`src/rtl/life_pkg.sv`:
```
// Shared constants, FSM state type and DDR address packing for the Game of Life generation path.
package life_pkg;

  localparam int WORDS_PER_ROW = 40;
  localparam int WORD_W        = 16;
  localparam int ROW_W         = 9;
  localparam int WORD_IDX_W    = 6;
  localparam int ADDR_W        = 24;

  typedef enum logic [2:0] {
    IDLE  = 3'd0,
    FILL  = 3'd1,
    RUN   = 3'd2,
    FLUSH = 3'd3,
    DRAIN = 3'd4
  } state_t;

  function automatic logic [ADDR_W-1:0] pack_addr(input logic [ROW_W-1:0]      row,
                                                  input logic [WORD_IDX_W-1:0] word);
    return {9'h000, row, word};
  endfunction

endpackage

```
`src/rtl/life_word_rule.sv`:
```
// Next-generation rule for one word of cells; each slice carries the left neighbour
// in bit 0 and the right neighbour in bit W+1 around the W cells of interest.
module life_word_rule
  import life_pkg::*;
#(
  parameter int W = WORD_W
) (
  input  logic [W+1:0] above,
  input  logic [W+1:0] center,
  input  logic [W+1:0] below,
  output logic [W-1:0] next
);

  logic [3:0] n;

  always_comb begin
    next = '0;
    n    = '0;
    for (int unsigned i = 0; i < W; i++) begin
      n = {3'b000, above[i]}  + {3'b000, above[i+1]}  + {3'b000, above[i+2]} +
          {3'b000, center[i]}                         + {3'b000, center[i+2]} +
          {3'b000, below[i]}  + {3'b000, below[i+1]}  + {3'b000, below[i+2]};
      next[i] = (n == 4'd3) | (center[i+1] & (n == 4'd2));
    end
  end

endmodule

```
`src/rtl/life_next_gen.sv`:
```
// Streams row r-1/r/r+1 word triples, computes the next generation of row r and
// issues one DDR write per word in ascending order with valid/ack handshaking.
module life_next_gen
  import life_pkg::*;
#(
  parameter int WORDS_PER_ROW = 40,
  parameter int WORD_W        = 16
) (
  input  logic              clk,
  input  logic              rst,
  input  logic              inValid,
  output logic              inReady,
  input  logic [WORD_W-1:0] inAbove,
  input  logic [WORD_W-1:0] inCenter,
  input  logic [WORD_W-1:0] inBelow,
  input  logic [ROW_W-1:0]  inRow,
  output logic              outWrite,
  input  logic              outAck,
  output logic [ADDR_W-1:0] outAddress,
  output logic [WORD_W-1:0] outData,
  output logic              busy
);

  state_t                  state;
  logic [WORD_IDX_W-1:0]   word_cnt;
  logic [ROW_W-1:0]        row_q;
  logic [WORD_W-1:0]       a_prev, a_cur, c_prev, c_cur, b_prev, b_cur;
  logic [WORD_W-1:0]       a_next, c_next, b_next;
  logic [3*WORD_W-1:0]     win_a, win_c, win_b;
  logic [WORD_W-1:0]       next_word;
  logic                    accept;
  logic                    last_in;

  always_comb begin
    case (state)
      IDLE, FILL: inReady = 1'b1;
      RUN:        inReady = !outWrite;
      default:    inReady = 1'b0;
    endcase
  end

  assign accept  = inValid && inReady;
  assign last_in = (word_cnt == WORD_IDX_W'(WORDS_PER_ROW - 1));
  assign busy    = (state != IDLE) | outWrite;

  // After the last word arrives there is no right neighbour: feed zeros instead of the bus.
  assign a_next = (state == FLUSH) ? '0 : inAbove;
  assign c_next = (state == FLUSH) ? '0 : inCenter;
  assign b_next = (state == FLUSH) ? '0 : inBelow;

  assign win_a = {a_next, a_cur, a_prev};
  assign win_c = {c_next, c_cur, c_prev};
  assign win_b = {b_next, b_cur, b_prev};

  life_word_rule #(.W(WORD_W)) u_rule (
    .above  (win_a[2*WORD_W:WORD_W-1]),
    .center (win_c[2*WORD_W:WORD_W-1]),
    .below  (win_b[2*WORD_W:WORD_W-1]),
    .next   (next_word)
  );

  always_ff @(posedge clk or posedge rst) begin
    if (rst) begin
      state      <= IDLE;
      word_cnt   <= '0;
      row_q      <= '0;
      a_prev     <= '0;
      a_cur      <= '0;
      c_prev     <= '0;
      c_cur      <= '0;
      b_prev     <= '0;
      b_cur      <= '0;
      outWrite   <= 1'b0;
      outAddress <= '0;
      outData    <= '0;
    end else begin
      if (outWrite && outAck)
        outWrite <= 1'b0;

      case (state)
        IDLE: begin
          if (accept) begin
            row_q    <= inRow;
            a_prev   <= '0;
            c_prev   <= '0;
            b_prev   <= '0;
            a_cur    <= inAbove;
            c_cur    <= inCenter;
            b_cur    <= inBelow;
            word_cnt <= WORD_IDX_W'(1);
            state    <= FILL;
          end
        end

        FILL, RUN: begin
          if (accept) begin
            a_prev     <= a_cur;
            c_prev     <= c_cur;
            b_prev     <= b_cur;
            a_cur      <= inAbove;
            c_cur      <= inCenter;
            b_cur      <= inBelow;
            outWrite   <= 1'b1;
            outAddress <= pack_addr(row_q, word_cnt - 1'b1);
            outData    <= next_word;
            if (last_in) begin
              word_cnt <= '0;
              state    <= FLUSH;
            end else begin
              word_cnt <= word_cnt + 1'b1;
              state    <= RUN;
            end
          end
        end

        FLUSH: begin
          // Retiring the previous write and loading the final word share one edge.
          if (!outWrite || outAck) begin
            outWrite   <= 1'b1;
            outAddress <= pack_addr(row_q, WORD_IDX_W'(WORDS_PER_ROW - 1));
            outData    <= next_word;
            state      <= DRAIN;
          end
        end

        DRAIN: begin
          if (!outWrite || outAck)
            state <= IDLE;
        end

        default: state <= IDLE;
      endcase
    end
  end

endmodule

```
`config.mk`:
```
export PLATFORM = sky130hd
export DESIGN_NAME = life_next_gen
export DESIGN_NICKNAME = d
export VERILOG_FILES = /design/src/rtl/life_pkg.sv /design/src/rtl/life_word_rule.sv /design/src/rtl/life_next_gen.sv
export SDC_FILE = /design/constraint.sdc
export NUM_CORES = 1
export LEC_CHECK = 0
export BUFFER_PORTS_ARGS = -buffer_cell sky130_fd_sc_hd__buf_2
export CAP_MARGIN = 20
export CORE_MARGIN = 5
export CORE_UTILIZATION = 45
export DETAILED_ROUTE_END_ITERATION = 10
export PLACE_DENSITY = 0.65
export SLEW_MARGIN = 0
export SYNTH_ARGS = -nofsm -noshare
export SYNTH_HDL_FRONTEND = slang
export SYNTH_HIERARCHICAL = 1
export SYNTH_SLANG_ARGS = --single-unit
```
`constraint.sdc`:
```
create_clock -name clk -period 4 [get_ports clk]
set_input_delay 0.2 -clock clk [delete_from_list [all_inputs] [get_ports clk]]
set_output_delay 0.2 -clock clk [all_outputs]
set_load 0.02 [all_outputs]
```
# Word level (Yosys, flattened, before mapping)
# Index checks and enable logic that the tools add are counted.
# word_totals
ff_bits	155
latch_bits	0
ramBits	0
rom_bits	0
n_memories	0
# op_classes
n_addsub	114
n_mul	0
div_mod_pow	0
order_cmp	0
n_eq_ne	41
shift	0
n_mux	31
bitwise_logic	33
n_reduce_logical	16
# ops
cell	n
4-bit by 1-bit adder with 4-bit output	96
4-bit by 2-bit equality test with 1-bit output (second input constant)	32
16-bit case mux with 2 select lines	4
16-bit 2-to-1 mux	6
24-bit 2-to-1 mux	2
24-bit case mux with 2 select lines	1
1-bit by 1-bit adder with 2-bit output	16
6-bit 2-to-1 mux	3
1-bit bitwise OR	17
1-bit AND	16
3-bit 2-to-1 mux	4
3-bit case mux with 4 select lines	1
6-bit case mux with 2 select lines	1
1-bit 2-to-1 mux	7
6-bit by 1-bit adder with 6-bit output (second input constant)	1
3-bit by 2-bit equality test with 1-bit output (second input constant)	2
6-bit equality test (second input constant)	1
2-bit inequality test (second input constant)	3
3-bit AND reduction	2
6-bit by 1-bit subtractor with 6-bit output (second input constant)	1
1-bit case mux with 2 select lines	2
2-bit AND reduction	2
4-bit AND reduction	1
2-bit nonzero test	2
other kinds (10)	12

# Longest topological paths before layout
# logic_depth
depth_word	13
depth_mapped	12
depth_no_buf	11

# Modules after synthesis
# The synthesis kept the hierarchy.
# by_module_without_submodules
mod	instances	cells_each	area_per_inst_um2	seq_area_each_um2
life_next_gen	1	295	4324.1	2527.4
life_word_rule	1	303	2718.9	0.0

# Worst setup path after synthesis
# OpenSTA, ideal clock, no wires.
# synth_timing
kind	register to register
start	register a_cur[1]
end	register outData[1]
t_arrival_ns	3.090
required_time_ns	3.936
path_slack_ns	0.846
stages_incl_launch_ff	11
n_path_buf	0
path_cell_list	dfrtp_1 -> inv_1 -> fa_1 -> fa_1 -> fa_1 -> inv_1 -> ha_1 -> fa_1 -> or2_0 -> a21oi_1 -> mux2_4
# synth_between
elab_chain_cells	12
# synth_rtl
item	line_no	text
from (decl)	life_next_gen.sv:27	logic [WORD_W-1:0] a_prev, a_cur, c_prev, c_cur, b_prev, b_cur;
from (signal assigned)	life_next_gen.sv:87	a_cur <= inAbove;
from (signal assigned)	life_next_gen.sv:100	a_cur <= inAbove;
1-bit by 1-bit adder with 2-bit output *	life_word_rule.sv:20	n = {3'b000, above[i]} + {3'b000, above[i+1]} + {3'b000, above[i+2]} +
4-bit by 1-bit adder with 4-bit output * (2 in series)	life_word_rule.sv:20	
4-bit by 1-bit adder with 4-bit output * (2 in series)	life_word_rule.sv:21	{3'b000, center[i]} + {3'b000, center[i+2]} +
4-bit by 1-bit adder with 4-bit output * (2 in series)	life_word_rule.sv:22	{3'b000, below[i]} + {3'b000, below[i+1]} + {3'b000, below[i+2]};
4-bit by 2-bit equality test with 1-bit output	life_word_rule.sv:23	next[i] = (n == 4'd3) | (center[i+1] & (n == 4'd2));
1-bit AND	life_word_rule.sv:23	
1-bit bitwise OR *	life_word_rule.sv:23	
via next_word[1]	life_next_gen.sv:30	logic [WORD_W-1:0] next_word;
16-bit 2-to-1 mux, on equally long branches	life_next_gen.sv:118, life_next_gen.sv:96	
16-bit case mux with 2 select lines *	life_next_gen.sv:80	case (state)
to (signal assigned)	life_next_gen.sv:105	outData <= next_word;
to (signal assigned)	life_next_gen.sv:121	outData <= next_word;
to (decl)	life_next_gen.sv:20	output logic [WORD_W-1:0] outData,
# The timed path passes the listed nets; every way through them passes the cells marked *. The select of a mux whose other input is x is not followed.
# A chain may end at the register's enable or synchronous reset.

# Final worst setup path
# Same ends and word-level chain as after synthesis.

==> results.md <==
* Routability cong. at 0.832
* Fmax at 0.305 GHz
* Cell Area, Synth at 0.00704 mm^2
* Netlist cell types at 41
* Cts hold-fix bufs at 0
* Initial antenna violation count at 1
* Synth top area cells: dfrtp_1 36%, fa_1 18%, ha_1 8.9%
* GR Util met1 at 19.9%
* RSZ-0062 raised after global routing: no
* Share of the synthesized area in the top cell type at 35.9%
* Worst skew pair latency at 0.35 ns
* Antenna Cells at 0
* Crit path cell chain: inv_1 -> fa_1 -> fa_1 -> fa_1 -> inv_1 -> ha_1 -> fa_1 -> o21ai_0 -> a21oi_1 -> mux2_4
* Most frequent cells in the layout: 117 x inv_1, 101 x dfrtp_1, 94 x buf_2
* First-pass GRT wire length at 23800 um
* Total number of vias at 4420
* Clock transition at path regs at 0.07 ns
* Starting Density at 46.2%
* Clk_skew at 0.00882 ns
* WS Path Type: flop to flop
* Commonest non-fill, non-tap cell in the layout: inv_1
* Crit-path slowest cell: fa_1
* Pins over their slew limit at 0
* Number of post-CTS setup repair buffers at 0
* R2r startpoint: a_cur[1]
* Die Area at 0.0183 mm^2
* Post_cts resized at 0
* Vias in the first global route at 5007
* Post-synth EDFFs at 0
* Yosys Warn Count at 6
* Met3 Use GR at 5.14%
* Grt peak-use layer: met2
* #FFs+latches synth at 101
* Clock sinks at 101
* Met2 Usage GRT at 28.0%
* Critical path launch point type: flop
* H-Tree Depth at 3
* DP HPWL at 10700 um
* Critical path required time at 4.24 ns
* Hold Path Class: input pin to asynchronous set/reset pin
* Post-synth top area cell: dfrtp_1
* Fin crit share at 81.9%
* Actual slew at the worst max-slew pin at 0.941 ns
* Ports at 104
* Clock buffer depth at 2
* CP startpoint: a_cur[1]
* GRT Util Overall at 16.3%
* Avg Synthesized Cell Area at 11.8 um^2
* 1st-iter DRT viols at 149
* Synth async-reset ratio at 100%
* CTS Root Buffer Type: clkbuf_16
* Largest net degree at the start of global routing at 71
* Final #Nets at 867
* Top_reg_cell synth: dfrtp_1
* Area grow syn2layout at 13.1%
* Die width at 135 um
* Via density at 4.87
* Fin. Hold Viols at 0
* Crit-path most repeated cell: fa_1
* Drt pass-1 iters at 4
* Headroom to the max-slew limit at 37.0%
* Share of cells above drive strength 1 at 28.8%
* Crit path largest cell delay at 0.55 ns
* Crit-path max FO at 3
* Wire per inst at 15.0 um
* Final WL at 13600 um
* CTS Buf Count at 9
* Final setup viols at 0
* Grt ovf at 0
* Core area at 0.0153 mm^2
* Antenna Violating Nets Remaining at 0
* Synth Instances at 598
* Max-cap viol count at 0
* Num rows at 45
* IO Port Bufs at 94
* CTS tree: done
* Outcome: completed
* CP endpoint kind: flop
* WP data arrival at 3.52 ns
* Min cycle time layout at 3.28 ns
* DRC viols at 0
* Register area share after synthesis at 35.9%
* Setup total negative slack at 0 ns
* Die Ht at 135 um
## state kept, by name, summed over array words and instances, names as in the netlist
name,flops
a_cur,16
a_prev,1
b_cur,16
b_prev,1
c_cur,16
c_prev,1
outAddress,15
outData,16
outWrite,1
row_q,9
state,3
word_cnt,6
## cell type report
class | count | area (um^2)
Fill cell | 1354 | 7290
Multi-Input combinational cell | 362 | 3910
Sequential cell | 101 | 2530
Timing Repair Buffer | 99 | 520
Inverter | 119 | 449
Tap cell | 211 | 264
Clock buffer | 9 | 225
Clock inverter | 7 | 70.1
## path summary, 6_finish.rpt
path,end,slack [ns],depth (start not counted)
max in group asynchronous,b_cur[5],2.98,3
min in group clk,a_cur[13],0.07,2
max reg2reg,outData[1],0.72,10
min,outAddress[9],0.03,2
min reg2reg,outAddress[0],0.50,1
max,outData[1],0.72,10
## cell usage after synthesis, types with 2 or more instances
cell and number:
nor2_1 5, ha_1 50, xnor2_1 3, and3_1 2
or3_1 2, dfrtp_1 101, and2_1 4, nor2b_1 2
o21ai_0 24, mux2_2 49, buf_2 6, o21ai_4 2
mux2_4 31, or2_0 8, buf_4 10, mux2_1 6
or2_1 8, nand2_1 13, mux2i_1 3, nand3_1 22
and4_1 2, buf_6 7, a22o_1 3, xor2_1 3
a21oi_1 33, inv_1 118, fa_1 64, nor3_1 4
## logic make-up after synthesis
| family | synth area share [%] |
|---|---|
| xor+xnor | 0.746 |
| simple gates | 6.02 |
| fa+ha+maj | 27.1 |
| mux | 15.8 |
| buf+inv | 9.01 |
| other cells | 0.0532 |
| flops | 35.9 |
| compound gates | 5.38 |
## worst max-delay path, delay by kind of cell (launching register included)
kind	cells	cell delay, ns
fa+ha+maj	5	2.19
flops	1	0.38
mux	1	0.25
buf+inv	2	0.19
compound gates	2	0.16
## layer usage
metal | up-vias | share of wire [%] | routed length, um
li1 | 2112 | - | -
met1 | 2165 | 43 | 5820
met2 | 124 | 49 | 6730
met3 | 17 | 5.9 | 797
met4 | 2 | 1.8 | 240
met5 | - | 0.15 | 20
## through the flow
stage | worst slack [ns] | cell area [um^2] | cells | util [%] | hold WS, ns
after floorplan | 0.846 | 7070 | 606 | - | 0.349
after global placement | 0.773 | 7650 | 891 | 50.2 | 0.431
after detailed placement | 0.690 | 7650 | 891 | 50.2 | 0.436
after CTS | 0.673 | 7950 | 907 | 52.1 | 0.0514
after global routing | 0.509 | 7970 | 908 | 52.2 | 0.0493
final | 0.723 | 7970 | 908 | 52.2 | 0.0267
Power is left out: the tool's default activity adds up to more than one toggle a clock period on the data nets, which glitch-free logic cannot reach.
